## src/rtl/sort_buffer_if.sv

```systemverilog
`default_nettype none
// +----------------------------------------------------------------------------+
// | Module  : sort_buffer_if                                                   |
// | Brief   : Load/command/drain stream bundle for the sort buffer.            |
// | Revision: 1.0 - initial release                                            |
// +----------------------------------------------------------------------------+
interface sort_buffer_if #(
    parameter int DATA_W = 32,
    parameter int DEPTH  = 16
);
    localparam int CNT_W = $clog2(DEPTH + 1);

    logic              in_valid;
    logic              in_ready;
    logic [DATA_W-1:0] in_data;
    logic              start;
    logic              descending;
    logic              busy;
    logic [CNT_W-1:0]  count;
    logic              out_valid;
    logic              out_ready;
    logic [DATA_W-1:0] out_data;
    logic              out_last;

    modport master (
        output in_valid, in_data, start, descending, out_ready,
        input  in_ready, busy, count, out_valid, out_data, out_last
    );

    modport slave (
        input  in_valid, in_data, start, descending, out_ready,
        output in_ready, busy, count, out_valid, out_data, out_last
    );
endinterface
`default_nettype wire

```

## src/rtl/sort_buffer.sv

```systemverilog
`default_nettype none
// +----------------------------------------------------------------------------+
// | Module  : sort_buffer                                                      |
// | Brief   : Loads up to DEPTH words, odd-even transposition sorts them and   |
// |           drains them in ascending or descending order.                    |
// | Revision: 1.0 - initial release                                            |
// +----------------------------------------------------------------------------+
module sort_buffer #(
    parameter int DATA_W = 32,
    parameter int DEPTH  = 16
) (
    input  logic           clk,
    input  logic           rst_n,
    sort_buffer_if.slave   bus
);
    localparam int CNT_W = $clog2(DEPTH + 1);
    localparam int PTR_W = $clog2(DEPTH);

    localparam logic [CNT_W-1:0] c_depth     = CNT_W'(DEPTH);
    localparam logic [PTR_W-1:0] c_last_pass = PTR_W'(DEPTH - 1);

    typedef enum logic [1:0] {
        S_LOAD  = 2'd0,
        S_SORT  = 2'd1,
        S_DRAIN = 2'd2
    } state_t;

    state_t            r_state;
    state_t            w_state_nxt;

    logic [DATA_W-1:0] r_mem      [DEPTH];
    logic [DATA_W-1:0] w_load_mem [DEPTH];
    logic [DATA_W-1:0] w_sorted   [DEPTH];

    logic [CNT_W-1:0]  r_count;
    logic [PTR_W-1:0]  r_pass;
    logic [PTR_W-1:0]  r_rd_ptr;
    logic              r_order;
    logic              r_out_valid;
    logic [DATA_W-1:0] r_out_data;
    logic              r_out_last;

    logic              w_wr_en;
    logic [CNT_W-1:0]  w_count_eff;
    logic [PTR_W-1:0]  w_wr_idx;
    logic [PTR_W-1:0]  w_rd_next;
    logic              w_pop;

    assign w_wr_idx  = r_count[PTR_W-1:0];
    assign w_rd_next = r_rd_ptr + 1'b1;
    assign w_wr_en   = (r_state == S_LOAD) && bus.in_valid && (r_count < c_depth);
    // A write landing in the start cycle is part of the set being sorted.
    assign w_count_eff = r_count + CNT_W'(w_wr_en);
    assign w_pop       = (r_state == S_DRAIN) && bus.out_ready;

    always_comb begin
        w_load_mem = r_mem;
        if (w_wr_en) begin
            w_load_mem[w_wr_idx] = bus.in_data;
        end
    end

    // One transposition pass; pairs are disjoint so all read the old contents.
    always_comb begin
        w_sorted = r_mem;
        for (int i = 0; i < DEPTH - 1; i++) begin
            if ((i % 2) == int'(r_pass[0]) && (CNT_W'(i + 1) < r_count)) begin
                if (r_order ? (r_mem[i] < r_mem[i+1]) : (r_mem[i] > r_mem[i+1])) begin
                    w_sorted[i]   = r_mem[i+1];
                    w_sorted[i+1] = r_mem[i];
                end
            end
        end
    end

    always_ff @(posedge clk or negedge rst_n) begin
        if (!rst_n) begin
            r_state <= S_LOAD;
        end else begin
            r_state <= w_state_nxt;
        end
    end

    always_comb begin
        w_state_nxt = r_state;
        case (r_state)
            S_LOAD: begin
                if (bus.start && (w_count_eff >= CNT_W'(2))) begin
                    w_state_nxt = S_SORT;
                end else if (bus.start && (w_count_eff == CNT_W'(1))) begin
                    w_state_nxt = S_DRAIN;
                end
            end
            S_SORT: begin
                if (r_pass == c_last_pass) begin
                    w_state_nxt = S_DRAIN;
                end
            end
            S_DRAIN: begin
                if (w_pop && r_out_last) begin
                    w_state_nxt = S_LOAD;
                end
            end
            default: w_state_nxt = S_LOAD;
        endcase
    end

    // Storage carries no reset: its contents are meaningless until loaded.
    always_ff @(posedge clk) begin
        if (r_state == S_LOAD && w_wr_en) begin
            r_mem[w_wr_idx] <= bus.in_data;
        end else if (r_state == S_SORT) begin
            r_mem <= w_sorted;
        end
    end

    always_ff @(posedge clk or negedge rst_n) begin
        if (!rst_n) begin
            r_count     <= '0;
            r_pass      <= '0;
            r_rd_ptr    <= '0;
            r_order     <= 1'b0;
            r_out_valid <= 1'b0;
            r_out_data  <= '0;
            r_out_last  <= 1'b0;
        end else begin
            case (r_state)
                S_LOAD: begin
                    r_count <= w_count_eff;
                    if (bus.start && (w_count_eff >= CNT_W'(2))) begin
                        r_order <= bus.descending;
                        r_pass  <= '0;
                    end else if (bus.start && (w_count_eff == CNT_W'(1))) begin
                        r_rd_ptr    <= '0;
                        r_out_valid <= 1'b1;
                        r_out_data  <= w_load_mem[0];
                        r_out_last  <= 1'b1;
                    end
                end
                S_SORT: begin
                    r_pass <= r_pass + 1'b1;
                    if (r_pass == c_last_pass) begin
                        // The final pass result feeds the first output directly.
                        r_pass      <= '0;
                        r_rd_ptr    <= '0;
                        r_out_valid <= 1'b1;
                        r_out_data  <= w_sorted[0];
                        r_out_last  <= (r_count == CNT_W'(1));
                    end
                end
                S_DRAIN: begin
                    if (w_pop) begin
                        if (r_out_last) begin
                            r_count     <= '0;
                            r_rd_ptr    <= '0;
                            r_out_valid <= 1'b0;
                            r_out_data  <= '0;
                            r_out_last  <= 1'b0;
                        end else begin
                            r_rd_ptr   <= w_rd_next;
                            r_out_data <= r_mem[w_rd_next];
                            r_out_last <= ((CNT_W'(w_rd_next) + CNT_W'(1)) == r_count);
                        end
                    end
                end
                default: begin
                    r_count <= '0;
                end
            endcase
        end
    end

    assign bus.in_ready  = (r_state == S_LOAD) && (r_count < c_depth);
    assign bus.busy      = (r_state != S_LOAD);
    assign bus.count     = r_count;
    assign bus.out_valid = r_out_valid;
    assign bus.out_data  = r_out_data;
    assign bus.out_last  = r_out_last;

endmodule
`default_nettype wire

```

## src/flat_wrapper.sv

```systemverilog
// flat-port wrapper written by rule: the top's interface ports become plain ports
module sort_buffer_flat 
#(
    parameter int DATA_W = 32,
    parameter int DEPTH  = 16
)
  (clk, rst_n, bus_in_valid, bus_in_data, bus_start, bus_descending, bus_out_ready, bus_in_ready, bus_busy, bus_count, bus_out_valid, bus_out_data, bus_out_last);
  sort_buffer_if #(.DATA_W(DATA_W), .DEPTH(DEPTH)) bus_i ();
  input  logic clk;
  input  logic rst_n;
  input wire logic [$bits(bus_i.in_valid)-1:0] bus_in_valid;
  input wire logic [$bits(bus_i.in_data)-1:0] bus_in_data;
  input wire logic [$bits(bus_i.start)-1:0] bus_start;
  input wire logic [$bits(bus_i.descending)-1:0] bus_descending;
  input wire logic [$bits(bus_i.out_ready)-1:0] bus_out_ready;
  output wire logic [$bits(bus_i.in_ready)-1:0] bus_in_ready;
  output wire logic [$bits(bus_i.busy)-1:0] bus_busy;
  output wire logic [$bits(bus_i.count)-1:0] bus_count;
  output wire logic [$bits(bus_i.out_valid)-1:0] bus_out_valid;
  output wire logic [$bits(bus_i.out_data)-1:0] bus_out_data;
  output wire logic [$bits(bus_i.out_last)-1:0] bus_out_last;
  assign bus_i.in_valid = bus_in_valid;
  assign bus_i.in_data = bus_in_data;
  assign bus_i.start = bus_start;
  assign bus_i.descending = bus_descending;
  assign bus_i.out_ready = bus_out_ready;
  assign bus_in_ready = bus_i.in_ready;
  assign bus_busy = bus_i.busy;
  assign bus_count = bus_i.count;
  assign bus_out_valid = bus_i.out_valid;
  assign bus_out_data = bus_i.out_data;
  assign bus_out_last = bus_i.out_last;
  sort_buffer #(.DATA_W(DATA_W), .DEPTH(DEPTH)) u_core (.clk(clk), .rst_n(rst_n), .bus(bus_i));
endmodule
```

## config.mk

```make
export PLATFORM = sky130hd
export DESIGN_NAME = sort_buffer_flat
export DESIGN_NICKNAME = d
export VERILOG_FILES = /design/src/rtl/sort_buffer_if.sv /design/src/rtl/sort_buffer.sv /design/src/flat_wrapper.sv
export SDC_FILE = /design/constraint.sdc
export NUM_CORES = 2
export LEC_CHECK = 0
export BUFFER_PORTS_ARGS = -buffer_cell sky130_fd_sc_hd__buf_2
export CORE_UTILIZATION = 43
export CTS_BUF_LIST = sky130_fd_sc_hd__clkbuf_4
export DETAILED_ROUTE_END_ITERATION = 6
export GPL_ROUTABILITY_DRIVEN = 1
export MAX_ROUTING_LAYER = met4
export SLEW_MARGIN = 20
export SYNTH_ARGS = -nofsm -noshare
export SYNTH_HDL_FRONTEND = slang
export SYNTH_SLANG_ARGS = --single-unit
```

## constraint.sdc

```tcl
create_clock -name clk -period 10.3 [get_ports clk]
set_clock_uncertainty 0.05 [all_clocks]
set_input_delay 0.515 -clock clk [delete_from_list [all_inputs] [get_ports clk]]
set_output_delay 0.515 -clock clk [all_outputs]
set_load 0.03 [all_outputs]
```

==> flow_summary.yaml <==
status:
  outcome: "finished, final reports clean"
timing:
  max_slew_margin_pct: 18.9
  fmax_ghz: 0.183
  fin_hold_ws_ns: 0.240
  hold_violations: 0
  final.period_utilization_pct: 53.0
  worstMarginPinSlew_ns: 1.21
  fin_setup_tns_ns: 0
  rsz0062_at_grt: "false"
  setup_viol: 0
  final.min_clock_period_ns: 5.46
  slew_violations: 0
  setup_slack_ns: 4.84
setup_path:
  critical_path_class: "register to register"
  r2r_start: "u_core.r_state[1]$_DFFE_PN0P_"
  r2r_cells: 10
  worstPathRequired_ns: 10.96
  endpoint_kind: "register"
  cp.arrival_ns: 6.13
  crit_fanout: 68
  startpoint_type: "register"
  r2r_setup_slack_ns: 4.84
  crit_start: "u_core.r_state[1]$_DFFE_PN0P_"
hold_path:
  hold_depth: 4
  hp-start: "bus_in_valid"
  hold_path.class: "input pin to register"
global_route:
  grt.total_usage_pct: 30.8
  grt-ovfl-total: 0
  antenna_found_initial: 4
  grt_pass1_wl_mm: 268
  grt_pass1_vias: 42170
  grt_max_degree: 94
floorplan:
  fp.coreArea_sq_um: 114000
  ios: 79
  die_area_sq_um: 116000
  start_util_pct: 43.3
  die-width_um: 341
  die_y_um: 341
  rows: 124
pwr:
  vdd_drop_max_mv: 0.205
  p_per_area_nw_per_um2: 215
  p_leak_nw: 22.7
yosys:
  yosys.cell_types.count: 75
  synth_seq_area_share_pct: 33.6
  yosysWarnings: 0
  synth_edf_count: 512
  syn_nets: 5793
  syn_area_sq_um: 49500
  synth.area.top_cells: "edfxtp_1, ha_1, mux2i_1"
  synthCells: 5266
  yosys.area.top_type_share_pct: 31.1
  synth_top_flop_cell: "edfxtp_1"
  async_flop_share_pct: 8.90
  synth-seq-cells: 562
  avgSynthCellArea_sq_um: 9.39
  yosysTopAreaCell: "edfxtp_1"
cts:
  clock-sinks: 562
  h-tree-depth: 4
  clk_pin_slew_ns: 0.07
  cts-resized-gates: 0
  cts_buffer_depth: 3
  root_buffer: "clkbuf_4"
  cts_tree: "built"
  post_cts.repair.setup_buffers: 0
  cts_buffers: 171
  clock_latency_ns: 1.16
layout:
  syn_to_final_growth_pct: 8.81
  final_area_sq_um: 53800
  nNetsFinal: 5777
  drive_gt1_share_pct: 12.5
  final_cell_mix: "nand2_1, edfxtp_1, inv_1, ha_1, mux2i_1"
  final_common_cell: "nand2_1"
flow_run:
  maxCapViolCount: 0
place:
  dp_hpwl_mm: 125
  pre_cts_slack_ns: 4.98
  finalWeightedCongestion: 0.950
  placed_area_sq_um: 51000
  portBuffers: 78
routing:
  viasPerCell: 6.37
  drt_iter0_markers: 5042
  drt_wl_total_mm: 177
  wire_per_inst_um: 25.6
  antenna_left: 0
  vias: 44076
  post-route-drc-count: 0
  drt-pass1-iter-count: 6
-- cells in the mapped netlist (14+ instances only) --
| library cell | number |
|---|---|
| a211oi_1 | 29 |
| a2111oi_0 | 52 |
| nor2b_1 | 23 |
| buf_6 | 15 |
| mux2i_1 | 431 |
| nor2_1 | 191 |
| and3_1 | 58 |
| nand2_1 | 595 |
| a22o_1 | 98 |
| inv_1 | 499 |
| mux4_2 | 137 |
| nand4_1 | 102 |
| ha_1 | 489 |
| a22oi_1 | 162 |
| nor4_1 | 16 |
| a2bb2oi_1 | 34 |
| o21ai_0 | 373 |
| a32o_1 | 33 |
| dfrtp_1 | 50 |
| buf_4 | 14 |
| buf_2 | 97 |
| o21ai_1 | 71 |
| nand3_1 | 78 |
| o221ai_1 | 34 |
| nand3b_1 | 26 |
| o211ai_1 | 84 |
| buf_1 | 21 |
| a21oi_1 | 380 |
| nor3_1 | 20 |
| a21o_1 | 108 |
| o22ai_1 | 33 |
| edfxtp_1 | 512 |
| clkbuf_1 | 245 |
-- cell families after synthesis --
family | Yosys count | share of synthesized area (%)
XOR/XNOR | 8 | 0.142
buffers and inverters | 895 | 7.38
AO/OA/AOI/OAI | 1575 | 20.6
flip-flops | 562 | 33.6
AND/OR/NAND/NOR | 1149 | 10.5
multiplexers | 588 | 15.5
adder cells (fa/ha/maj) | 489 | 12.4
-- per-layer routing --
| layer | vias to the layer above | track usage, % | wire [um] |
|---|---|---|---|
| met1 | 21656 | 41.3 | 76400 |
| met3 | 377 | 4.42 | 13600 |
| met2 | 2183 | 46.2 | 79400 |
| li1 | 19860 | - | - |
| met5 | - | - | 0 |
| met4 | 0 | 13.3 | 7560 |
-- critical path: stages, from the launching register on --
cell      delay [ns]
dfrtp_1         0.41
inv_1           0.11
ha_1            0.31
inv_2           0.10
nor2_1          0.24
nand2_4         0.42
clkinv_2        0.14
buf_4           0.67
nand3_1         0.55
nor2_4          0.98
a31o_2          0.91
-- power by group --
group          internal (W)  switching, W  total, W
logic               0.00198       0.00343   0.00541
registers           0.00313      0.000576   0.00371
clock network       0.00127       0.00116   0.00243
total               0.00639       0.00517    0.0116
-- worst max-delay path by stage --
stage,end,cells after the start
after floorplan,register,9
after global placement,register,10
after detailed placement,register,10
after CTS,register,10
after global routing,u_core.bus.out_data[30]$_DFFE_PN0P_,17
final,register,10
-- through the flow --
stage | utilization (%) | power [W] | std cells
after floorplan | - | 0.00716 | 5266
after global placement | 44.6 | 0.00889 | 6546
after detailed placement | 44.7 | 0.00901 | 6547
after CTS | 47.0 | 0.0115 | 6902
after global routing | 47.1 | 0.0122 | 6912
final | 47.1 | 0.0116 | 6914
-- cell type report --
type	count	area [sq um]
repair buffers	205	1520
flip-flops and latches	562	16600
inverters	501	1880
clock inverters	50	307
fillers	10957	60400
well taps	1512	1890
multi-input cells	3809	29600
diodes	9	22.5
clock buffers	266	2000
-- repair_timing --
action,CTS,global route
setup endpoints to repair,0,0
endpoints found under the hold margin,422,0
hold buffers,39,0
Power figures use the tool's default switching activity.
